## src/rtl/popcount_seq_ctrl_if.sv

```systemverilog
// Valid/ready word-in, count-out bus for popcount_seq_ctrl.
// The producer/consumer side is master; the controller is slave.
interface popcount_seq_ctrl_if #(
    parameter int unsigned CHUNKS = 4,
    parameter int unsigned RES_W  = 6
);
    logic                  in_valid;
    logic                  in_ready;
    logic [12*CHUNKS-1:0]  in_data;
    logic                  out_valid;
    logic                  out_ready;
    logic [RES_W-1:0]      out_count;
    logic                  busy;

    modport master (
        output in_valid, in_data, out_ready,
        input  in_ready, out_valid, out_count, busy
    );

    modport slave (
        input  in_valid, in_data, out_ready,
        output in_ready, out_valid, out_count, busy
    );
endinterface

```

## src/rtl/popcount_seq_ctrl.sv

```systemverilog
// Counts set bits of a 12*CHUNKS-bit word by running one 12-bit popcount LUT
// over the word's chunks, LSB chunk first, and handing back the total.
module popcount_seq_ctrl #(
    parameter int unsigned CHUNKS = 4,
    parameter int unsigned RES_W  = 6
) (
    input  logic                clk,
    input  logic                rst,
    popcount_seq_ctrl_if.slave  bus
);
    localparam int unsigned W     = 12 * CHUNKS;
    localparam int unsigned IDX_W = (CHUNKS > 1) ? $clog2(CHUNKS) : 1;
    localparam logic [IDX_W-1:0] LAST_IDX = IDX_W'(CHUNKS - 1);

    typedef enum logic [1:0] {StIdle, StRun, StDone} state_e;

    state_e             state_q, state_d;
    logic [W-1:0]       sreg_q, sreg_d;
    logic [RES_W-1:0]   acc_q, acc_d;
    logic [IDX_W-1:0]   idx_q, idx_d;
    logic [RES_W-1:0]   out_count_q, out_count_d;
    logic [3:0]         count;

    // 12-bit popcount LUT; its only source is the low chunk of the shift register.
    function automatic logic [3:0] lut_12bit_1s(input logic [11:0] bits);
        logic [3:0] c;
        c = 4'd0;
        for (int i = 0; i < 12; i++) begin
            c = c + 4'(bits[i]);
        end
        return c;
    endfunction

    always_comb begin
        count = lut_12bit_1s(sreg_q[11:0]);
    end

    always_comb begin
        state_d     = state_q;
        sreg_d      = sreg_q;
        acc_d       = acc_q;
        idx_d       = idx_q;
        out_count_d = out_count_q;
        unique case (state_q)
            StIdle: begin
                if (bus.in_valid) begin
                    sreg_d  = bus.in_data;
                    acc_d   = '0;
                    idx_d   = '0;
                    state_d = StRun;
                end
            end
            StRun: begin
                acc_d  = acc_q + RES_W'(count);
                sreg_d = sreg_q >> 12;
                idx_d  = idx_q + IDX_W'(1);
                if (idx_q == LAST_IDX) begin
                    out_count_d = acc_q + RES_W'(count);
                    state_d     = StDone;
                end
            end
            StDone: begin
                if (bus.out_ready) begin
                    state_d = StIdle;
                end
            end
            default: state_d = StIdle;
        endcase
    end

    always_ff @(posedge clk) begin
        if (rst) begin
            state_q     <= StIdle;
            sreg_q      <= '0;
            acc_q       <= '0;
            idx_q       <= '0;
            out_count_q <= '0;
        end else begin
            state_q     <= state_d;
            sreg_q      <= sreg_d;
            acc_q       <= acc_d;
            idx_q       <= idx_d;
            out_count_q <= out_count_d;
        end
    end

    // in_ready is held low during reset so nothing is accepted on the reset edge.
    always_comb begin
        bus.in_ready  = (state_q == StIdle) && !rst;
        bus.out_valid = (state_q == StDone);
        bus.busy      = (state_q == StRun) || (state_q == StDone);
        bus.out_count = out_count_q;
    end
endmodule
```

## src/flat_wrapper.sv

```systemverilog
// flat-port wrapper written by rule: the top's interface ports become plain ports
module popcount_seq_ctrl_flat 
#(
    parameter int unsigned CHUNKS = 4,
    parameter int unsigned RES_W  = 6
)
  (clk, rst, bus_in_valid, bus_in_data, bus_out_ready, bus_in_ready, bus_out_valid, bus_out_count, bus_busy);
  popcount_seq_ctrl_if #(.CHUNKS(CHUNKS), .RES_W(RES_W)) bus_i ();
  input  logic clk;
  input  logic rst;
  input wire logic [$bits(bus_i.in_valid)-1:0] bus_in_valid;
  input wire logic [$bits(bus_i.in_data)-1:0] bus_in_data;
  input wire logic [$bits(bus_i.out_ready)-1:0] bus_out_ready;
  output wire logic [$bits(bus_i.in_ready)-1:0] bus_in_ready;
  output wire logic [$bits(bus_i.out_valid)-1:0] bus_out_valid;
  output wire logic [$bits(bus_i.out_count)-1:0] bus_out_count;
  output wire logic [$bits(bus_i.busy)-1:0] bus_busy;
  assign bus_i.in_valid = bus_in_valid;
  assign bus_i.in_data = bus_in_data;
  assign bus_i.out_ready = bus_out_ready;
  assign bus_in_ready = bus_i.in_ready;
  assign bus_out_valid = bus_i.out_valid;
  assign bus_out_count = bus_i.out_count;
  assign bus_busy = bus_i.busy;
  popcount_seq_ctrl #(.CHUNKS(CHUNKS), .RES_W(RES_W)) u_core (.clk(clk), .rst(rst), .bus(bus_i));
endmodule
```

## config.mk

```make
export PLATFORM = sky130hd
export DESIGN_NAME = popcount_seq_ctrl_flat
export DESIGN_NICKNAME = d
export VERILOG_FILES = /design/src/rtl/popcount_seq_ctrl_if.sv /design/src/rtl/popcount_seq_ctrl.sv /design/src/flat_wrapper.sv
export SDC_FILE = /design/constraint.sdc
export NUM_CORES = 1
export LEC_CHECK = 0
export BUFFER_PORTS_ARGS = -buffer_cell sky130_fd_sc_hd__buf_2
export CAP_MARGIN = 20
export CORE_MARGIN = 5
export CORE_UTILIZATION = 35
export CTS_BUF_LIST = sky130_fd_sc_hd__clkbuf_4
export DETAILED_ROUTE_END_ITERATION = 10
export GPL_TIMING_DRIVEN = 0
export HOLD_SLACK_MARGIN = 0.05
export PLACE_DENSITY = 0.52
export REMOVE_ABC_BUFFERS = 1
export SYNTH_ARGS = -nofsm -noshare
export SYNTH_HDL_FRONTEND = slang
export SYNTH_SLANG_ARGS = --single-unit
```

## constraint.sdc

```tcl
create_clock -name clk -period 9.72 [get_ports clk]
set_input_delay 0.972 -clock clk [delete_from_list [all_inputs] [get_ports clk]]
set_output_delay 0.972 -clock clk [all_outputs]
set_load 0.01 [all_outputs]
```

# Word level (Yosys, flattened, before mapping)
# Cells that the tools add are included.
[totals]
out_inout_bits = 9
register_bits = 64
input_bits = 52
[op_classes]
reduce_logical = 8
eq_ne = 6
n_addsub = 13
mux = 10
[op_table]
columns = ["op", "n"]
rows = [
  ["$pmux 48 s2", 1],
  ["$mux 48", 1],
  ["$add 4x1->4", 10],
  ["$pmux 6 s2", 1],
  ["$mux 2", 4],
  ["$add 6x4->6", 1],
  ["$mux 6", 1],
  ["$pmux 2 s3", 1],
  ["$eq 2x2->1 const B", 2],
  ["$ne 2x2->1 const B", 2],
  ["$pmux 2 s2", 1],
  ["$reduce_and 2->1", 2],
  ["$reduce_and 3->1", 1],
  ["$add 1x1->2", 1],
  ["$add 2x1->2 const B", 1],
  ["$eq 2x1->1 const B", 1],
  ["$logic_not 2->1", 1],
  ["$ne 2x1->1 const B", 1],
  ["$reduce_bool 2->1", 1],
  ["$logic_and 1x1->1", 1],
  ["$logic_not 1->1", 1],
  ["$logic_or 1x1->1", 1],
]

# Logic depth before layout (Yosys ltp)
[logic_depth]
ltp_word = 13
ltp_mapped = 17
depth_no_buf = 17

# Worst setup path before layout
# No wires, ideal clock.
[synth_timing]
path_type = "register -> register"
startpoint = "reg u_core.sreg_q[0]"
endpoint = "reg u_core.out_count_q[4], in the netlist u_core.bus.out_count[4]"
path_stages_with_launch = 14
arrival_ps = 4094
n_path_buf = 0
path_slack_ps = 5504
path_cell_list = "dfxtp_1 > ha_1 > inv_1 > fa_1 > fa_1 > fa_1 > fa_1 > fa_1 > inv_1 > fa_1 > a21o_1 > a21oi_1 > nor4_1 > a311o_1"
[synth_between]
elab_chain_len = 12
[synth_rtl]
columns = ["item", "line_no", "rtl"]
rows = [
  ["from (decl)", "popcount_seq_ctrl.sv:18", "logic [W-1:0] sreg_q, sreg_d;"],
  ["from (signal assigned)", "popcount_seq_ctrl.sv:80", "sreg_q <= sreg_d;"],
  ["$add 1x1->2", "popcount_seq_ctrl.sv:29", "c = c + 4'(bits[i]);"],
  ["$add 4x1->4 (10 in series)", "popcount_seq_ctrl.sv:29", ""],
  ["$add 6x4->6", "popcount_seq_ctrl.sv:58", "out_count_d = acc_q + RES_W'(count);"],
  ["to (signal assigned)", "popcount_seq_ctrl.sv:83", "out_count_q <= out_count_d;"],
  ["to (decl)", "popcount_seq_ctrl.sv:21", "logic [RES_W-1:0] out_count_q, out_count_d;"],
]
# Every way passes these cells.
# A chain may end at the register's enable or synchronous reset.

# Worst setup path after layout
[layout_timing]
startpoint = "reg u_core.sreg_q[1]"
endpoint = "reg u_core.out_count_q[5], in the netlist u_core.bus.out_count[5]"
# The elaborated chain is that of the path after synthesis.

==> impl_metrics.ini <==
[status]
outcome = finished clean

[placed_design]
port_buffers = 60
gp_congestion = 0.728
dp_hpwl_um = 4810
postPlaceCellArea_sq_um = 3520

[critical_path]
arrival_ns = 4.75
worst_setup_path_start_kind = flop
cp.required_ns = 10.01
worst_setup_path_end_kind = flop
r2r_setup_slack_ns = 5.26
path_max_fanout = 5
path_class = flop to flop
r2r_cells = 13

[clocking]
cts_root_buffer = clkbuf_4
worstSkewPairLatency_ns = 0.40
cts_hold_buf = 0
cts_setup_buffers = 0
cts.sinks = 64
cts_inserted_buffers = 9
clkTransAtPathRegs_ns = 0.11
htreeDepth = 3
cts_tree = built
cts_resized = 0
clock_path_buffers = 2

[yosys]
yosys.cell_types.count = 37
syn_avg_cell_area_sq_um = 9.08
syn_area_sq_um = 3150
ys_warn_count = 0
synth-main-ff-cell = dfxtp_1
ys_seq_elements = 64
postSynthCellCount = 347
synth_enable_flop_cells = 0
synthArstFlopShare_pct = 0
synth_seq_area_share_pct = 40.7

[die]
core_sq_um = 8760
fp-row-count = 34
die-width_um = 105
start_util_pct = 35.9
dieArea_sq_um = 11000
ios = 61
die_h_um = 105

[power]
p_leak_nw = 1.56
peakVddDrop_v = 0.000109
p_per_area_nw_per_um2 = 350

[detailed_routing]
via_per_inst = 4.84
detail_route.wl_per_cell_um = 12.9
drt_first_pass_iters = 4
ant_nets = 0
wl_um = 6630
drc = 0
dr_total_vias = 2478
drt-initial-drc-count = 78

[timing]
post-route-period-util_pct = 45.9
fmax_mhz = 224
worstMarginPinSlew_ns = 1.01
skew_ns = 0.0141
finalSetupTns_ns = 0
finalHoldViolCount = 0
relSlewSlack_pct = 32.5
slew_viol_final = 0
setup_violations = 0
period_minus_slack_ns = 4.46
rsz0062_at_grt = no

[cells_and_area]
fin_area_sq_um = 3700
syn_to_final_growth_pct = 17.5
final_cell_mix = dfxtp_1, buf_2, nor2_1
layout-drive-gt1-share_pct = 19.9
layout.nets = 470
final_common_cell = dfxtp_1

[flow_run]
maxCapViolations = 0

[global_route]
track_usage_pct = 12.4
grt_pass1_vias = 2365
grt_pass1_wl_um = 11200
antenna_found_initial = 1
grt_start_max_net_pins = 55
gr-total-overflow = 0

[hold_path]
hold_path_class = flop to flop
hold_path_depth = 2
sequential cells by signal (all words and copies together), names as in the netlist:
name / count
u_core.sreg_q: 48
u_core.acc_q: 6
u_core.bus.out_count: 6
u_core.idx_q: 2
u_core.state_q: 2
synth_stat cells, types with 2 or more instances:
| cell | count | area share [%] |
|---|---|---|
| inv_1 | 23 | 2.7 |
| and4_1 | 3 | 0.83 |
| buf_2 | 7 | 1.1 |
| a311o_1 | 4 | 1.3 |
| nor4_1 | 4 | 0.79 |
| nor3_1 | 2 | 0.32 |
| a211oi_1 | 36 | 8.6 |
| clkbuf_1 | 9 | 1.1 |
| fa_1 | 8 | 5.1 |
| dfxtp_1 | 64 | 41 |
| a21o_1 | 3 | 0.72 |
| or3_1 | 2 | 0.40 |
| nand2_1 | 38 | 4.5 |
| a21oi_1 | 21 | 3.3 |
| a31oi_1 | 2 | 0.40 |
| clkbuf_4 | 2 | 0.48 |
| mux2i_1 | 38 | 12 |
| buf_4 | 2 | 0.48 |
| nand2b_1 | 2 | 0.40 |
| nand3_1 | 6 | 0.95 |
| nor2b_1 | 2 | 0.40 |
| ha_1 | 12 | 4.8 |
| nor2_1 | 43 | 5.1 |
path summary, 6_finish.rpt:
kind,start,to
hold reg to reg,u_core.bus.out_count[0]$_SDFFE_PP0P_,u_core.bus.out_count[0]$_SDFFE_PP0P_
hold / removal,u_core.bus.out_count[0]$_SDFFE_PP0P_,u_core.bus.out_count[0]$_SDFFE_PP0P_
setup / recovery,u_core.sreg_q[1]$_SDFFE_PP0P_,u_core.bus.out_count[5]$_SDFFE_PP0P_
setup reg to reg,u_core.sreg_q[1]$_SDFFE_PP0P_,u_core.bus.out_count[5]$_SDFFE_PP0P_
logic make-up after synthesis:
| family | after synthesis | share of synthesized area, % |
|---|---|---|
| muxes | 38 | 12.1 |
| and+or+nand+nor | 105 | 14.6 |
| DFF | 64 | 40.7 |
| buffers and inverters | 46 | 6.48 |
| AOI/OAI and AO/OA | 72 | 15.8 |
| adders and majority gates | 20 | 9.85 |
| xor gates and xnor gates | 2 | 0.556 |
report_power, final:
group / switching [mW] / internal (mW)
clock: 0.0983 / 0.128
sequential: 0.0385 / 0.340
combinational: 0.395 / 0.295
total: 0.532 / 0.763
critical path: stages (launching register included):
cell and delay, ns:
dfxtp_1 0.33, ha_1 0.26, inv_1 0.04, fa_1 0.47
fa_1 0.54, fa_1 0.43, fa_1 0.42, fa_1 0.40
xnor2_1 0.19, ha_1 0.31, and3_1 0.20, a22oi_1 0.32
nor4_1 0.08, a311o_1 0.35
through the flow:
step / util (%) / std cells / setup slack, ns / power (mW) / hold slack (ns)
3_3_place_gp: 39.6 / 493 / 4.83 / 1.07 / 0.442
4_1_cts: 42.2 / 511 / 5.23 / 1.32 / 0.460
6_report: 42.2 / 512 / 5.26 / 1.29 / 0.457
5_1_grt: 42.2 / 512 / 5.08 / 1.43 / 0.480
3_5_place_dp: 40.2 / 495 / 5.24 / 1.09 / 0.444
2_1_floorplan: - / 325 / 5.50 / 0.916 / 0.436
routing by layer:
layer	GRT usage, %	share of wire (%)	vias to the layer above
met5	0	0	-
met4	4.93	1.2	0
met3	3.02	3.4	7
met2	19.1	45	44
met1	16.8	50	1110
li1	-	-	1317
final cells by class:
| cell class | instances | area, sq um |
|---|---|---|
| clock inverter | 7 | 110 |
| antenna | 1 | 2.50 |
| tap | 108 | 135 |
| timing repair buffer | 62 | 340 |
| clock buffer | 9 | 67.6 |
| fill | 906 | 5060 |
| sequential | 64 | 1280 |
| inverter | 24 | 90.1 |
| multi-input combinational | 237 | 1670 |
No activity file was read; power rests on OpenSTA's default activity.
